[src/rtl/mbank_pkg.sv]
// Shared definitions for the memory-bank arbiter and the mbank_controller it fronts.
package mbank_pkg;

    localparam int MBANK_ADDR_W        = 5;
    localparam int MBANK_DATA_W        = 8;
    localparam int MBANK_DEPTH         = 32;
    localparam int MBANK_WRITE_LATENCY = 2;

    typedef enum logic [2:0] {
        IDLE      = 3'd0,
        ISSUE     = 3'd1,
        WAIT_ACC  = 3'd2,
        WAIT_DONE = 3'd3,
        RESP      = 3'd4
    } arb_state_t;

endpackage

[src/rtl/mbank_arbiter_rr_pick.sv]
// Combinational round-robin selector: first requesting index at or after ptr, wrapping.
module rr_pick #(
    parameter int N  = 2,
    parameter int IW = (N > 1) ? $clog2(N) : 1
) (
    input  logic [N-1:0]  req,
    input  logic [IW-1:0] ptr,
    output logic [N-1:0]  grant,
    output logic [IW-1:0] idx,
    output logic          valid
);

    // Scan from ptr upward; the first hit wins and later hits are ignored.
    always_comb begin
        logic [IW-1:0] cand;
        grant = '0;
        idx   = '0;
        valid = 1'b0;
        cand  = '0;
        for (int k = 0; k < N; k++) begin
            cand = IW'((int'(ptr) + k) % N);
            if (!valid && req[cand]) begin
                valid       = 1'b1;
                grant[cand] = 1'b1;
                idx         = cand;
            end else begin
                valid = valid;
            end
        end
    end

endmodule

[src/rtl/mbank_arbiter.sv]
// Round-robin arbiter sharing one single-outstanding mbank_controller between N_REQ requesters.
module mbank_arbiter
    import mbank_pkg::*;
#(
    parameter int N_REQ   = 2,
    parameter int ADDR_W  = MBANK_ADDR_W,
    parameter int DATA_W  = MBANK_DATA_W,
    parameter int TIMEOUT = 64
) (
    input  logic                      clk,
    input  logic                      rst,
    input  logic [N_REQ-1:0]          m_req,
    input  logic [N_REQ-1:0]          m_we,
    input  logic [N_REQ*ADDR_W-1:0]   m_addr,
    input  logic [N_REQ*DATA_W-1:0]   m_din,
    output logic [N_REQ-1:0]          m_ack,
    output logic [N_REQ-1:0]          m_err,
    output logic [DATA_W-1:0]         m_rdata,
    output logic                      c_req,
    output logic                      c_we,
    output logic [ADDR_W-1:0]         c_addr,
    output logic [DATA_W-1:0]         c_din,
    input  logic [DATA_W-1:0]         c_dout,
    input  logic                      c_busy,
    input  logic                      c_ready
);

    localparam int IW = (N_REQ > 1) ? $clog2(N_REQ) : 1;
    localparam int TW = $clog2(TIMEOUT + 1);
    localparam logic [TW-1:0] TMAX = TW'(TIMEOUT);
    localparam logic [IW-1:0] LAST = IW'(N_REQ - 1);

    arb_state_t          state_q, state_d;
    logic [IW-1:0]       rr_ptr_q, rr_ptr_d;
    logic [IW-1:0]       g_idx_q, g_idx_d;
    logic [N_REQ-1:0]    g_oh_q, g_oh_d;
    logic [TW-1:0]       timer_q, timer_d, timer_inc;
    logic                c_req_q, c_req_d, c_we_q, c_we_d;
    logic [ADDR_W-1:0]   c_addr_q, c_addr_d;
    logic [DATA_W-1:0]   c_din_q, c_din_d, m_rdata_q, m_rdata_d;
    logic [N_REQ-1:0]    m_ack_q, m_ack_d, m_err_q, m_err_d;

    logic [N_REQ-1:0]    pick_grant;
    logic [IW-1:0]       pick_idx;
    logic                pick_valid;

    rr_pick #(.N(N_REQ), .IW(IW)) u_pick (
        .req   (m_req),
        .ptr   (rr_ptr_q),
        .grant (pick_grant),
        .idx   (pick_idx),
        .valid (pick_valid)
    );

    // Next-state and registered-output logic; the c_* registers double as the command latch.
    always_comb begin
        state_d   = state_q;
        rr_ptr_d  = rr_ptr_q;
        g_idx_d   = g_idx_q;
        g_oh_d    = g_oh_q;
        timer_d   = timer_q;
        c_req_d   = 1'b0;
        c_we_d    = c_we_q;
        c_addr_d  = c_addr_q;
        c_din_d   = c_din_q;
        m_ack_d   = '0;
        m_err_d   = '0;
        m_rdata_d = m_rdata_q;
        timer_inc = (timer_q == TMAX) ? timer_q : timer_q + TW'(1);
        case (state_q)
            IDLE: begin
                if (pick_valid && c_ready) begin
                    state_d  = ISSUE;
                    g_idx_d  = pick_idx;
                    g_oh_d   = pick_grant;
                    c_req_d  = 1'b1;
                    c_we_d   = m_we[pick_idx];
                    c_addr_d = m_addr[int'(pick_idx)*ADDR_W +: ADDR_W];
                    c_din_d  = m_din[int'(pick_idx)*DATA_W +: DATA_W];
                end else begin
                    state_d = IDLE;
                end
            end
            ISSUE: begin
                timer_d = '0;
                state_d = WAIT_ACC;
            end
            WAIT_ACC: begin
                timer_d = timer_inc;
                if (timer_inc == TMAX) begin
                    state_d = RESP;
                    m_ack_d = g_oh_q;
                    m_err_d = g_oh_q;
                end else if (c_busy) begin
                    state_d = WAIT_DONE;
                end else begin
                    state_d = WAIT_ACC;
                end
            end
            WAIT_DONE: begin
                timer_d = timer_inc;
                // A normal completion on the timeout cycle still counts as success.
                if (!c_busy) begin
                    state_d = RESP;
                    m_ack_d = g_oh_q;
                    if (!c_we_q) begin
                        m_rdata_d = c_dout;
                    end else begin
                        m_rdata_d = m_rdata_q;
                    end
                end else if (timer_inc == TMAX) begin
                    state_d = RESP;
                    m_ack_d = g_oh_q;
                    m_err_d = g_oh_q;
                end else begin
                    state_d = WAIT_DONE;
                end
            end
            RESP: begin
                rr_ptr_d = (g_idx_q == LAST) ? '0 : g_idx_q + IW'(1);
                state_d  = IDLE;
            end
            default: begin
                state_d = IDLE;
            end
        endcase
    end

    // State and output registers; reset abandons any op in flight without an ack.
    always_ff @(posedge clk or posedge rst) begin
        if (rst) begin
            state_q   <= IDLE;
            rr_ptr_q  <= '0;
            g_idx_q   <= '0;
            g_oh_q    <= '0;
            timer_q   <= '0;
            c_req_q   <= 1'b0;
            c_we_q    <= 1'b0;
            c_addr_q  <= '0;
            c_din_q   <= '0;
            m_ack_q   <= '0;
            m_err_q   <= '0;
            m_rdata_q <= '0;
        end else begin
            state_q   <= state_d;
            rr_ptr_q  <= rr_ptr_d;
            g_idx_q   <= g_idx_d;
            g_oh_q    <= g_oh_d;
            timer_q   <= timer_d;
            c_req_q   <= c_req_d;
            c_we_q    <= c_we_d;
            c_addr_q  <= c_addr_d;
            c_din_q   <= c_din_d;
            m_ack_q   <= m_ack_d;
            m_err_q   <= m_err_d;
            m_rdata_q <= m_rdata_d;
        end
    end

    assign c_req   = c_req_q;
    assign c_we    = c_we_q;
    assign c_addr  = c_addr_q;
    assign c_din   = c_din_q;
    assign m_ack   = m_ack_q;
    assign m_err   = m_err_q;
    assign m_rdata = m_rdata_q;

endmodule

[config.mk]
export PLATFORM = sky130hd
export DESIGN_NAME = mbank_arbiter
export DESIGN_NICKNAME = d
export VERILOG_FILES = /design/src/rtl/mbank_pkg.sv /design/src/rtl/mbank_arbiter_rr_pick.sv /design/src/rtl/mbank_arbiter.sv
export SDC_FILE = /design/constraint.sdc
export NUM_CORES = 1
export LEC_CHECK = 0
export ABC_CLOCK_PERIOD_IN_PS = 2200
export CORE_MARGIN = 3
export CORE_UTILIZATION = 45
export DETAILED_ROUTE_END_ITERATION = 7
export MAX_ROUTING_LAYER = met4
export PLACE_DENSITY_LB_ADDON = 0.2
export SLEW_MARGIN = 0
export SYNTH_ARGS = -nofsm -noshare
export SYNTH_HDL_FRONTEND = slang
export SYNTH_SLANG_ARGS = --single-unit
[constraint.sdc]
create_clock -name clk -period 2.2 [get_ports clk]
set_input_delay 0.44 -clock clk [delete_from_list [all_inputs] [get_ports clk]]
set_output_delay 0.44 -clock clk [all_outputs]
set_load 0.1 [all_outputs]
Word level (Yosys, flattened, before mapping)
Index checks and enable logic that the tools add are counted.
{ "classes": {"eq_ne": 6, "n_addsub": 3, "shifts": 2, "n_reduce_logical": 10, "mul": 1, "muxes": 32, "n_bitwise": 3, "n_lt_le_gt_ge": 5} }
{ "ops": {"columns": ["op", "n"], "rows": [
  ["$mux W1", 17],
  ["$shiftx A16 B5 Y8", 1],
  ["$eq A7 B7 Y1 const B", 2],
  ["$pmux W7 S2", 1],
  ["$pmux W3 S4", 1],
  ["$mux W2", 5],
  ["$shiftx A10 B5 Y5", 1],
  ["$mux W3", 3],
  ["$pmux W2 S2", 2],
  ["$add A7 B1 Y7 const B", 1],
  ["$mux W7", 1],
  ["$eq A3 B2 Y1 const B", 2],
  ["$lt A1 B2 Y1 const B", 3],
  ["$logic_and A1 B1 Y1", 4],
  ["$mul A1 B3 Y4 const B", 1],
  ["$eq A3 B1 Y1 const B", 1],
  ["$eq A3 B3 Y1 const B", 1],
  ["$logic_not A3 Y1", 1],
  ["$reduce_and A3 Y1", 1],
  ["$add A1 B1 Y1 const B", 2],
  ["$demux W1 S1", 2],
  ["$ge A1 B1 Y1 const B", 2],
  ["$not A1 Y1", 2],
  ["$or A2 B2 Y2", 1],
  ["4 further kinds", 4]
]} }
{ "totals": {"reg_bits": 41, "elab_cells": 74, "out_inout_bits": 27} }

Longest topological paths before layout
{ "logic_depth": {"word_depth": 9, "depth_mapped": 7, "ltp_nobuf": 6} }

Hierarchy
From an unflattened synthesis, not the netlist that was laid out.
{ "hier_totals": {"hier_cells": 185, "hier_area_um2": 2037.0} }
{ "modules_own_cells": {"columns": ["module", "n_inst", "area_each_um2", "seq_area_each_um2", "cells_each"], "rows": [
  ["mbank_arbiter", 1, 2004.4, 1026.0, 180],
  ["rr_pick", 1, 32.5, 0.0, 5]
]} }

Least setup slack after synthesis
Ideal clock, no wire load.
{ "synth_timing": {"kind": "reg2reg", "startpoint": "register timer_q[0]", "endpoint": "register state_q[2]", "path_slack_ns": 0.246, "path_buffers": 1, "required_ns": 2.057, "period_less_slack_ns": 1.954, "arrival_time_ns": 1.811, "stages_incl_launch_ff": 8, "cell_sequence": "dfrtp_1 inv_1 ha_1 or4b_1 buf_6 o211a_4 o22ai_4 a211oi_1"} }
{ "synth_between": {"elab_chain_cells": 6, "word_cells_on_any_way": 8, "classes_between": "1 x add/sub; 2 x eq/ne; 5 x mux"} }
{ "synth_lines": {"columns": ["element", "line_no", "rtl"], "rows": [
  ["from (decl)", "mbank_arbiter.sv:37", "logic [TW-1:0] timer_q, timer_d, timer_inc;"],
  ["from (signal assigned)", "mbank_arbiter.sv:149", "timer_q <= timer_d;"],
  ["$add A7 B1 Y7 or $eq A7 B7 Y1 (tied branches)", "mbank_arbiter.sv:69", "timer_inc = (timer_q == TMAX) ? timer_q : timer_q + TW'(1);"],
  ["$mux W7 (*)", "mbank_arbiter.sv:69", null],
  ["$eq A7 B7 Y1 (*)", "mbank_arbiter.sv:90, mbank_arbiter.sv:111", null],
  ["$mux W3", "mbank_arbiter.sv:111", "end else if (timer_inc == TMAX) begin"],
  ["$mux W3", "mbank_arbiter.sv:103", "if (!c_busy) begin"],
  ["$pmux W3 S4 (*)", "mbank_arbiter.sv:70", "case (state_q)"],
  ["named net state_d[2]", "mbank_arbiter.sv:33", "arb_state_t state_q, state_d;"],
  ["to (signal assigned)", "mbank_arbiter.sv:145", "state_q <= state_d;"],
  ["to (decl)", "mbank_arbiter.sv:33", null]
]} }
Mark *: on every way through the listed nets, which the timed path passes. The rest lies on a longest branch.
A chain may end at the register's enable or synchronous reset.

Worst setup path after layout
{ "layout_timing": {"startpoint": "register timer_q[1]", "endpoint": "register m_ack_q[1] (netlist: m_ack[1])"} }
{ "layout_between": {"elab_chain_cells": 6, "word_cells_on_any_way": 7, "classes_between": "1 x add/sub; 2 x eq/ne; 4 x mux"} }
{ "layout_lines": {"columns": ["element", "line_no", "rtl"], "rows": [
  ["$add A7 B1 Y7 or $eq A7 B7 Y1 (tied branches)", "mbank_arbiter.sv:69", null],
  ["$mux W7 (*)", "mbank_arbiter.sv:69", null],
  ["$eq A7 B7 Y1 (*)", "mbank_arbiter.sv:90, mbank_arbiter.sv:111", null],
  ["$mux W2 (*)", "mbank_arbiter.sv:90, mbank_arbiter.sv:111", null],
  ["$mux W2", "mbank_arbiter.sv:103", null],
  ["$pmux W2 S2 (*)", "mbank_arbiter.sv:70", null],
  ["named net m_ack_d[1]", "mbank_arbiter.sv:41", "logic [N_REQ-1:0] m_ack_q, m_ack_d, m_err_q, m_err_d;"],
  ["to (signal assigned)", "mbank_arbiter.sv:154", "m_ack_q <= m_ack_d;"],
  ["to (decl)", "mbank_arbiter.sv:41", null]
]} }
Marked as above.

==> results.yml <==
critical_path:
  r2r_start: "timer_q[1]$_DFFE_PP0P_"
  worstSetupStartpointType: "register"
  r2r-end: "m_ack[1]$_DFF_PP0_"
  slowest_stage: "or4b_1"
  crit_fanout: 7
  startpoint: "timer_q[1]$_DFFE_PP0P_"
  critical_path_arrival_ns: 2.16
  end_kind: "register"
  rrSetupSlack_ns: 0.19
  max_stage_delay_ns: 0.61
  crit_path_cell_trace: "inv_1, ha_1, or4b_1, o21a_1, a31oi_1, a2111oi_2"
  path_class: "reg2reg"
  endpoint: "m_ack[1]$_DFF_PP0_"
  reg2reg_depth: 6
  cp.depth: 6
  cp_data_required_time_ns: 2.35
  critPathTopFamily: "compound AO/OA/AOI/OAI gates"
  path_buf_inv: 1
clock_network:
  cts_inserted_buffers: 5
  clock-root-buffer: "clkbuf_8"
  cts_resized: 0
  cts_tree: "yes"
  clock_sinks: 41
  cts_setup_buffers: 0
  path_clk_slew_ns: 0.07
  clk_latency_ns: 0.29
  clk_path_buf_depth: 2
  cts_hold_buffers: 0
  htreeDepth: 2
synth:
  ys_seq_area_share_pct: 51.7
  yosys_warnings: 0
  synth.most_common_cell: "dfrtp_1"
  syn_inst: 183
  yosysTopAreaCell: "dfrtp_1"
  async_flop_share_pct: 100
  ys_types: 43
  synthesis.nets: 227
  synth_xor_area_share_pct: 1.77
  synthMuxAreaShare_pct: 11.6
  synthSimpleGateAreaFrac_pct: 12.2
  synth.area.top_cells: "dfrtp_1, mux2i_1, o21ai_1"
  synth_flop_cell: "dfrtp_1"
  avgSynthCellArea_um2: 10.8
  synth_edf_count: 0
  synth_top_family_by_area: "compound AO/OA/AOI/OAI gates"
  yosys.area_share.adder_pct: 1.26
  synth_top_area_share_pct: 51.7
  synth_compound_area_share_pct: 17.0
  synth-seq-cells: 41
  synth_commonest_cells: "dfrtp_1, nand2_1, o21ai_1, mux2i_1, inv_1"
  netlist_area_um2: 1980
floorplan:
  coreArea_um2: 4120
  initial_core_util_pct: 48.2
  die_h_um: 72.4
  dieArea_um2: 5240
  rows: 23
  num_io_pins: 69
  die_w_um: 72.4
sta:
  worst_pin_slew_ns: 0.518
  fmax_ghz: 0.497
  min_period_ns: 2.01
  fin_worst_skew_ns: 0.00427
  setup_viol: 0
  slew_violations: 0
  totalNegativeSetupSlack_ns: 0
  min_period_over_period_pct: 91.5
  timing.final.hold_violations: 0
  slew_headroom_pct: 65.4
  rsz0062_at_grt: "false"
finish:
  layout-drive-gt1-share_pct: 21.2
  nNetsFinal: 300
  n_antenna_cell: 0
  synthToLayoutAreaGrowth_pct: 39.1
outcome:
  status: "complete, no violations"
detailed_routing:
  drt_iter0_markers: 71
  final_antenna_net_count: 0
  vias_per_cell: 5.15
  num_vias: 1572
  drt_drc_violations_left: 0
  wl_per_cell_um: 13.9
  first_pass_iters: 4
  routed_wl_um: 4240
placement:
  gp_congestion: 0.813
  place_hpwl_um: 3240
  port_buffers: 68
min_path:
  holdCritPathClass: "reg2reg"
global_routing:
  grtUsageTotal_pct: 17.6
  grt_pass1_wl_um: 6940
  grt_max_degree: 42
  first_global_vias: 1503
  grt_remaining_overflow: 0
  antenna_found_initial: 0
run:
  drv_cap: 0
==> cells by family after synthesis <==
| family | after synthesis |
|---|---|
| compound gates | 49 |
| fa+ha+maj | 2 |
| simple gates | 44 |
| buf+inv | 21 |
| flops | 41 |
| mux | 22 |
| xor+xnor | 4 |
==> registers in the layout (all words and copies together) (netlist names), 2 cells and up <==
signal   cells
c_din        8
m_rdata      8
timer_q      7
c_addr       5
state_q      3
g_oh_q       2
m_ack        2
m_err        2
==> routing by layer <==
metal,vias to the layer above,global-route usage [%],wire length (um)
li1,791,-,-
met1,721,22.2,1860
met2,54,27.6,2010
met3,6,5.54,331
met4,0,4.30,37
met5,-,-,0
==> final cells by class <==
cell class,count,area [um^2]
clock buffers,5,68.8
clock inverters,1,5.00
fillers,325,1360
inverters,10,37.5
multi-input cells,121,877
flip-flops and latches,41,1030
well taps,50,62.6
repair buffers,77,681
==> per-stage QoR <==
| step | area (um^2) | std cells | util [%] | setup slack, ns | hold WS, ns |
|---|---|---|---|---|---|
| after global routing | 2760 | 305 | 67.0 | 0.0153 | 0.477 |
| after floorplan | 1980 | 183 | - | 0.246 | 0.437 |
| after detailed placement | 2680 | 299 | 65.2 | 0.187 | 0.465 |
| final | 2760 | 305 | 67.0 | 0.188 | 0.469 |
| after global placement | 2680 | 299 | 65.2 | 0.235 | 0.447 |
| after CTS | 2760 | 305 | 67.0 | 0.174 | 0.471 |
==> placed cells by master (no fill, tap or decap), types with 3 or more instances in the layout <==
cell and count:
nor2_1 3, clkdlybuf4s50_1 41, a31oi_1 4, o21ai_1 18, xor2_1 3, dfrtp_1 41, a21oi_1 4, nand2_1 20
nand2b_1 3, o21ai_0 6, nand3_1 3, clkbuf_8 5, inv_1 10, buf_4 36, mux2_1 8, mux2i_1 14
o21ai_2 3
==> worst min path at each step <==
stage               cells after the start                    to           startpoint
floorplan                               1  rr_ptr_q$_DFFE_PP0N_  g_idx_q$_DFFE_PP0P_
global placement                        1  rr_ptr_q$_DFFE_PP0N_  g_idx_q$_DFFE_PP0P_
detailed placement                      1  rr_ptr_q$_DFFE_PP0N_  g_idx_q$_DFFE_PP0P_
CTS                                     1  rr_ptr_q$_DFFE_PP0N_  g_idx_q$_DFFE_PP0P_
global route                            1  rr_ptr_q$_DFFE_PP0N_  g_idx_q$_DFFE_PP0P_
finish                                  1  rr_ptr_q$_DFFE_PP0N_  g_idx_q$_DFFE_PP0P_
==> worst register-to-register path, stage by stage, from the launching register on <==
cell and delay (ns):
dfrtp_1 0.39, inv_1 0.06, ha_1 0.12, or4b_1 0.61, o21a_1 0.25, a31oi_1 0.35, a2111oi_2 0.10
Power is left out: the tool's default activity adds up to more than one toggle a clock period on the data nets, which glitch-free logic cannot reach.
